## src/rtl/pc_fetch_pkg.sv

```systemverilog
// Shared types and constants for the PC/fetch sequencer.
// Latency: n/a (declarations only).
// Backpressure: n/a.
package pc_fetch_pkg;

    typedef enum logic [1:0] {
        IDLE  = 2'd0,
        FETCH = 2'd1,
        HOLD  = 2'd2
    } fetch_state_t;

    localparam logic [1:0]  NPC_SEL_SEQ      = 2'b00;
    localparam logic [1:0]  NPC_SEL_OFFSET   = 2'b01;
    localparam logic [31:0] DEFAULT_RESET_PC = 32'h0000_0000;

    // Instructions are word aligned, so every PC load drops the byte offset.
    function automatic logic [31:0] word_align(input logic [31:0] addr);
        return {addr[31:2], 2'b00};
    endfunction

endpackage

```

## src/rtl/fetch_perf_cnt.sv

```systemverilog
// 32-bit wrapping event counter with synchronous reset.
// Latency: count visible the cycle after the event.
// Backpressure: none; counts every cycle inc is high.
module fetch_perf_cnt (
    input  logic        clk,
    input  logic        rst,
    input  logic        inc,
    output logic [31:0] cnt
);

    // Count events, wrapping modulo 2^32.
    always_ff @(posedge clk) begin
        if (rst) begin
            cnt <= 32'd0;
        end else if (inc) begin
            cnt <= cnt + 32'd1;
        end
    end

endmodule

```

## src/rtl/pc_fetch_ctrl.sv

```systemverilog
// PC register and instruction fetch sequencer (IDLE/FETCH/HOLD); PC_FETCH_PERF_EN adds perf counters.
// Latency: imem_ack to inst_valid 1 cycle; accept to next imem_req 1 cycle.
// Backpressure: HOLD keeps inst until decode accepts without stall; memory holds off via imem_ack.
module pc_fetch_ctrl
    import pc_fetch_pkg::*;
#(
    parameter logic [31:0] RESET_PC = DEFAULT_RESET_PC
) (
    input  logic        clk,
    input  logic        rst,
    input  logic        redirect,
    input  logic        stall,
    input  logic [31:0] npc,
    output logic [1:0]  npc_sel,
    output logic [31:0] pc,
    output logic        imem_req,
    output logic [31:0] imem_addr,
    input  logic        imem_ack,
    input  logic [31:0] imem_rdata,
    output logic [31:0] inst,
    output logic        inst_valid,
    input  logic        inst_ready
`ifdef PC_FETCH_PERF_EN
    ,
    output logic [31:0] perf_fetch_cnt,
    output logic [31:0] perf_squash_cnt
`endif
);

    fetch_state_t state, state_nxt;
    logic [31:0]  pc_nxt;
    logic [31:0]  redir_pc, redir_pc_nxt;
    logic [31:0]  inst_nxt;
    logic         squash, squash_nxt;
    logic         accept_evt;
    logic         squash_evt;

    // State register.
    always_ff @(posedge clk) begin
        if (rst) begin
            state <= IDLE;
        end else begin
            state <= state_nxt;
        end
    end

    // Next state and next datapath values; redirect outranks stall and accept.
    always_comb begin
        state_nxt    = state;
        pc_nxt       = pc;
        redir_pc_nxt = redir_pc;
        squash_nxt   = squash;
        inst_nxt     = inst;
        accept_evt   = 1'b0;
        squash_evt   = 1'b0;
        case (state)
            IDLE: begin
                state_nxt = FETCH;
                if (redirect) begin
                    pc_nxt = word_align(npc);
                end
            end
            FETCH: begin
                if (imem_ack) begin
                    if (redirect) begin
                        // Same-cycle redirect is newer than any parked target.
                        pc_nxt     = word_align(npc);
                        squash_nxt = 1'b0;
                        squash_evt = 1'b1;
                    end else if (squash) begin
                        pc_nxt     = word_align(redir_pc);
                        squash_nxt = 1'b0;
                        squash_evt = 1'b1;
                    end else begin
                        inst_nxt  = imem_rdata;
                        state_nxt = HOLD;
                    end
                end else if (redirect) begin
                    // Address must stay stable until ack, so park the target.
                    redir_pc_nxt = word_align(npc);
                    squash_nxt   = 1'b1;
                end
            end
            HOLD: begin
                if (redirect) begin
                    pc_nxt     = word_align(npc);
                    state_nxt  = FETCH;
                    squash_evt = 1'b1;
                end else if (!stall && inst_ready) begin
                    pc_nxt     = word_align(npc);
                    state_nxt  = FETCH;
                    accept_evt = 1'b1;
                end
            end
            default: begin
                state_nxt = IDLE;
            end
        endcase
    end

    // Datapath registers.
    always_ff @(posedge clk) begin
        if (rst) begin
            pc       <= RESET_PC;
            redir_pc <= 32'd0;
            squash   <= 1'b0;
            inst     <= 32'd0;
        end else begin
            pc       <= pc_nxt;
            redir_pc <= redir_pc_nxt;
            squash   <= squash_nxt;
            inst     <= inst_nxt;
        end
    end

    assign imem_req   = (state == FETCH);
    assign imem_addr  = pc;
    assign inst_valid = (state == HOLD);
    assign npc_sel    = (redirect && !rst) ? NPC_SEL_OFFSET : NPC_SEL_SEQ;

`ifdef PC_FETCH_PERF_EN
    fetch_perf_cnt u_fetch_cnt (
        .clk (clk),
        .rst (rst),
        .inc (accept_evt),
        .cnt (perf_fetch_cnt)
    );

    fetch_perf_cnt u_squash_cnt (
        .clk (clk),
        .rst (rst),
        .inc (squash_evt),
        .cnt (perf_squash_cnt)
    );
`else
    logic unused_perf_evt;
    assign unused_perf_evt = accept_evt ^ squash_evt;
`endif

endmodule
```

## config.mk

```make
export PLATFORM = sky130hd
export DESIGN_NAME = pc_fetch_ctrl
export DESIGN_NICKNAME = d
export VERILOG_FILES = /design/src/rtl/pc_fetch_pkg.sv /design/src/rtl/fetch_perf_cnt.sv /design/src/rtl/pc_fetch_ctrl.sv
export SDC_FILE = /design/constraint.sdc
export NUM_CORES = 1
export LEC_CHECK = 0
export ABC_AREA = 1
export ABC_CLOCK_PERIOD_IN_PS = 1800
export CELL_PAD_IN_SITES_DETAIL_PLACEMENT = 0
export CELL_PAD_IN_SITES_GLOBAL_PLACEMENT = 1
export CORE_ASPECT_RATIO = 1.25
export CORE_MARGIN = 2
export CORE_UTILIZATION = 30
export DETAILED_ROUTE_END_ITERATION = 7
export PLACE_DENSITY = 0.85
export SYNTH_ARGS = -nofsm -noshare
export SYNTH_HDL_FRONTEND = slang
export SYNTH_HIERARCHICAL = 1
export SYNTH_SLANG_ARGS = --single-unit
export TNS_END_PERCENT = 50
```

## constraint.sdc

```tcl
create_clock -name clk -period 1.8 [get_ports clk]
set_clock_uncertainty 0.15 [all_clocks]
set_input_delay 0.27 -clock clk [delete_from_list [all_inputs] [get_ports clk]]
set_output_delay 0.27 -clock clk [all_outputs]
set_load 0.1 [all_outputs]
```

# == After elaboration in Yosys (flattened, before gate mapping) ==
# Cells that the tools add are included.
# classes
n_eq_ne,8
muxes,16
n_bitwise,3
n_reduce_logical,12
# ops
op,count
2-to-1 mux 32 bit,6
one-hot mux 32 bit (3 select lines),1
2-to-1 mux 2 bit,5
AND reduction 4 bit,2
"inequality test 2 bit, second input constant",3
"inequality test 3 x 2 -> 1 bit, second input constant",2
one-hot mux 2 bit (3 select lines),1
AND reduction 5 bit,1
2-to-1 mux 1 bit,3
NOT 1 bit,3
AND reduction 3 bit,1
nonzero test 3 bit,1
"== test 2 x 1 -> 1 bit, second input constant",1
"== test 2 bit, second input constant",1
logical AND 1 bit,2
zero test 1 bit,2
zero test 2 bit,1
"inequality test 2 x 1 -> 1 bit, second input constant",1
AND reduction 2 bit,1
nonzero test 2 bit,1
# word_totals
reg_bits,97
word_cells,44

# == Logic depth before layout (Yosys ltp) ==
# depth
word_depth,5
mapped_depth,11
depth_no_buf,9

# == Worst setup path before layout ==
# OpenSTA, ideal clock, no wires.
# synth_timing
path_type,register to register
from,reg state[1]
to,reg inst[10]
arrival_ps,2105
t_required_ps,1532
slack_ps,-573
stages_incl_launch_ff,10
path_buffers,2
period_less_slack_ps,2373
cell_sequence,dfxtp_1 -> inv_1 -> ha_1 -> buf_2 -> nand3_2 -> nor2_4 -> inv_2 -> buf_2 -> nor2_1 -> nor2_1
# synth_between
elab_chain_cells,2
# synth_lines
element,line_no,source
from (decl),pc_fetch_ctrl.sv:30,"fetch_state_t state, state_nxt;"
from (signal assigned),pc_fetch_ctrl.sv:43,state <= state_nxt;
== test 2 x 1 -> 1 bit,--,
named net imem_req,pc_fetch_ctrl.sv:16,"output logic imem_req,"
AND reduction 4 bit (no source line),--,
to (signal assigned),pc_fetch_ctrl.sv:112,inst <= inst_nxt;
to (decl),pc_fetch_ctrl.sv:20,"output logic [31:0] inst,"
# The timed path passes the listed nets, and every way through them passes these cells.
# A chain may end at the register's enable or synchronous reset.

# == Worst setup path in the final report ==
# layout_timing
from,in redirect
to,out npc_sel[0]
# layout_between
elab_chain_cells,2
# layout_lines
element,line_no,source
from (decl),pc_fetch_ctrl.sv:11,"input logic redirect,"
logical AND 1 bit,pc_fetch_ctrl.sv:119,assign npc_sel = (redirect && !rst) ? NPC_SEL_OFFSET : NPC_SEL_SEQ;
2-to-1 mux 1 bit,pc_fetch_ctrl.sv:119,
to (decl),pc_fetch_ctrl.sv:14,"output logic [1:0] npc_sel,"
# No other way between the ends.

==> key figures <==
Setup path
  – Crit-path max cell delay: 0.49 ns
  – Slowest cell on crit path: clkdlybuf4s50_1
  – Critical path launch point type: input pin
  – Crit-path max FO: 8
  – Cells along the critical path: clkdlybuf4s50_1 -> inv_2 -> buf_4 -> nor2_2 -> buf_12
  – FF-to-FF Start: state[0]$_SDFFE_PP0P_
  – WP data required: 1.38 ns
  – Crit path from: redirect
  – Setup Crit Path Kind: in -> out
  – CP endpoint kind: primary output
  – CP arrival: 1.32 ns

Detailed routing
  – DR pass1 iterations: 4
  – WL met1: 4.85 mm
  – Residual DRC count: 0
  – Metal2 WL: 5.88 mm
  – WL/cell: 12.3 um
  – Via density: 4.40
  – Initial DRC Count: 107
  – Post-DRT Antenna Nets: 0
  – Final WL: 11.8 mm
  – Highest layer used for signal routing: met4
  – Via count: 4201
  – Metal3 WL: 727 um

Floorplanning
  – Die area: 0.0157 mm^2
  – Die width: 112 um
  – Num rows: 49
  – Core ar.: 0.0143 mm^2
  – Die Y: 139 um
  – Starting Density: 30.7%
  – I/O pin cnt: 170

Min path
  – Hold wc startpoint: redir_pc[12]$_SDFFE_PP0P_
  – HP Class: reg -> reg

STA
  – Final Critical Period: 1.74 ns
  – Max Clock Freq: 575 MHz
  – Final TNS setup: 0 ns
  – Final slew viol count: 0
  – Period utilization: 96.5%
  – Final hold vios: 0
  – Final setup vio count: 0

Global route
  – Largest net degree at the start of global routing: 54
  – Global-route wire length before repair: 18.9 mm
  – Vias in the first global route: 3828
  – Grt ovf: 0
  – Number of antenna violations at the first check in global routing: 0
  – GRT Util Overall: 14.8%

Pwr
  – Total power: 14.5 mW
  – Peak supply drop: 1.23 mV
  – Power Dens Cells: 1960 mW/mm^2
  – Leakage: 3.29 nW

Yosys
  – Post-synth top area share: 43.2%
  – Yosys reg bits: 95
  – Leading post-synthesis cells by cell area: dfxtp_1 (43%), nor2_1 (12%), nand2_1 (8.7%), nand3_1 (7.2%), buf_4 (6.5%)
  – Yosys Warn Count: 6
  – Cells after Synth: 646
  – Cell taking the most area after synthesis: dfxtp_1
  – Synthesized area: 0.00440 mm^2
  – Seq/Total Area, Yosys: 43.2%
  – Distinct cells, synth: 19
  – Syn avg cell area: 6.82 um^2

Placement
  – Half-perimeter wire length after placement: 8.41 mm
  – Number of port buffers: 162
  – RD Place Congestion: 0.749

Finish
  – Commonest non-fill, non-tap cell in the layout: nor2_1
  – Nets: 848
  – Most frequent cells in the layout: nor2_1 (133), nand2_1 (102), buf_12 (102)
  – Antenna cells: 0
  – Filler Cells Inserted: 1403
  – Area growth, synth to finish: 67.9%
  – Layout cell share with drive strength beyond 1: 19.6%

Clocking
  – Clk sinks: 95
  – TritonCTS clock tree: built
  – Htree depth: 3
  – CTS Root Cell: clkbuf_16
  – Hold_buf cts: 0
  – Clk buf depth: 2
  – Clock Latency Late Sink: 0.33 ns
  – TritonCTS buffer count: 9
  – Reg clk slew, reported paths: 0.06 ns

Run
  – Max cap viols: 0

Run status
  – Run status: finished clean
path summary, 6_finish.rpt:
path | endpoint | slack (ns) | cells past startpoint
max reg2reg | imem_addr[26]$_SDFFE_PP0P_ | 0.11 | 8
max | npc_sel[0] | 0.06 | 5
min reg2reg | redir_pc[12]$_SDFFE_PP0P_ | 0.29 | 2
min | redir_pc[12]$_SDFFE_PP0P_ | 0.29 | 2
Yosys cell counts (all sizes together):
| master | instances |
|---|---|
| dfxtp | 95 |
| inv | 69 |
| nand2 | 102 |
| a221oi | 1 |
| conb | 1 |
| nand3b | 1 |
| nor2 | 139 |
| buf | 64 |
| nand3 | 64 |
| a21oi | 30 |
| clkbuf | 12 |
| o21ai | 63 |
| ha | 5 |
flip-flops by register name, summed over array words and instances, names as in the netlist:
signal,count
state,2
inst,32
imem_addr,30
squash,1
redir_pc,30
critical path, delay by kind of cell:
family                 cells  cell delay (ns)
buffers and inverters      4             0.91
AND/OR/NAND/NOR            1             0.13
layer usage:
layer / GRT usage [%] / vias to the layer above
met5: 0 / -
met4: 5.58 / 0
met3: 4.66 / 17
met2: 24.9 / 115
met1: 17.7 / 1852
li1: - / 2217
area by class of cell:
class / instances / area [um^2] / area share [%]
Timing Repair Buffer: 188 / 2870 / 38.8
Sequential cell: 95 / 1910 / 25.8
Multi-Input combinational cell: 410 / 1840 / 24.9
Inverter: 69 / 259 / 3.50
Clock buffer: 10 / 239 / 3.23
Tap cell: 178 / 223 / 3.01
Clock inverter: 5 / 58.8 / 0.795
power by group:
part	switching (mW)	internal [mW]	leakage [nW]
Clock	0.806	1.11	0.141
Combinational	6.11	3.29	2.37
Sequential	0.585	2.58	0.778
Total	7.50	6.97	3.29
what timing repair did:
action,4_1_cts,5_1_grt
buffers inserted,0,1
pin swaps,0,2
resized for setup,2,10
setup endpoints to repair,2,30
logic make-up (layout without fill, tap and decap cells):
kind of cell               count (synthesis)  in the layout  synth area share [%]
other                                      1              5                0.0852
and+or+nand+nor                          306            306                  28.3
buffers and inverters                    145            272                  16.3
AOI/OAI and AO/OA                         94             94                  10.8
adders and majority gates                  5              5                  1.42
DFF                                       95             95                  43.2
per-stage QoR:
step                hold WS [ns]  util (%)  cells  worst slack, ns  instance area, um^2
floorplan                  0.199         -    650           -0.331                 4420
global placement           0.280      49.1    939          -0.0431                 7050
detailed placement         0.285      49.1    939          -0.0353                 7050
CTS                        0.295      51.3    954          -0.0477                 7360
global route               0.314      51.5    955          -0.0311                 7390
finish                     0.293      51.5    955           0.0623                 7390
Power figures use the tool's default switching activity.
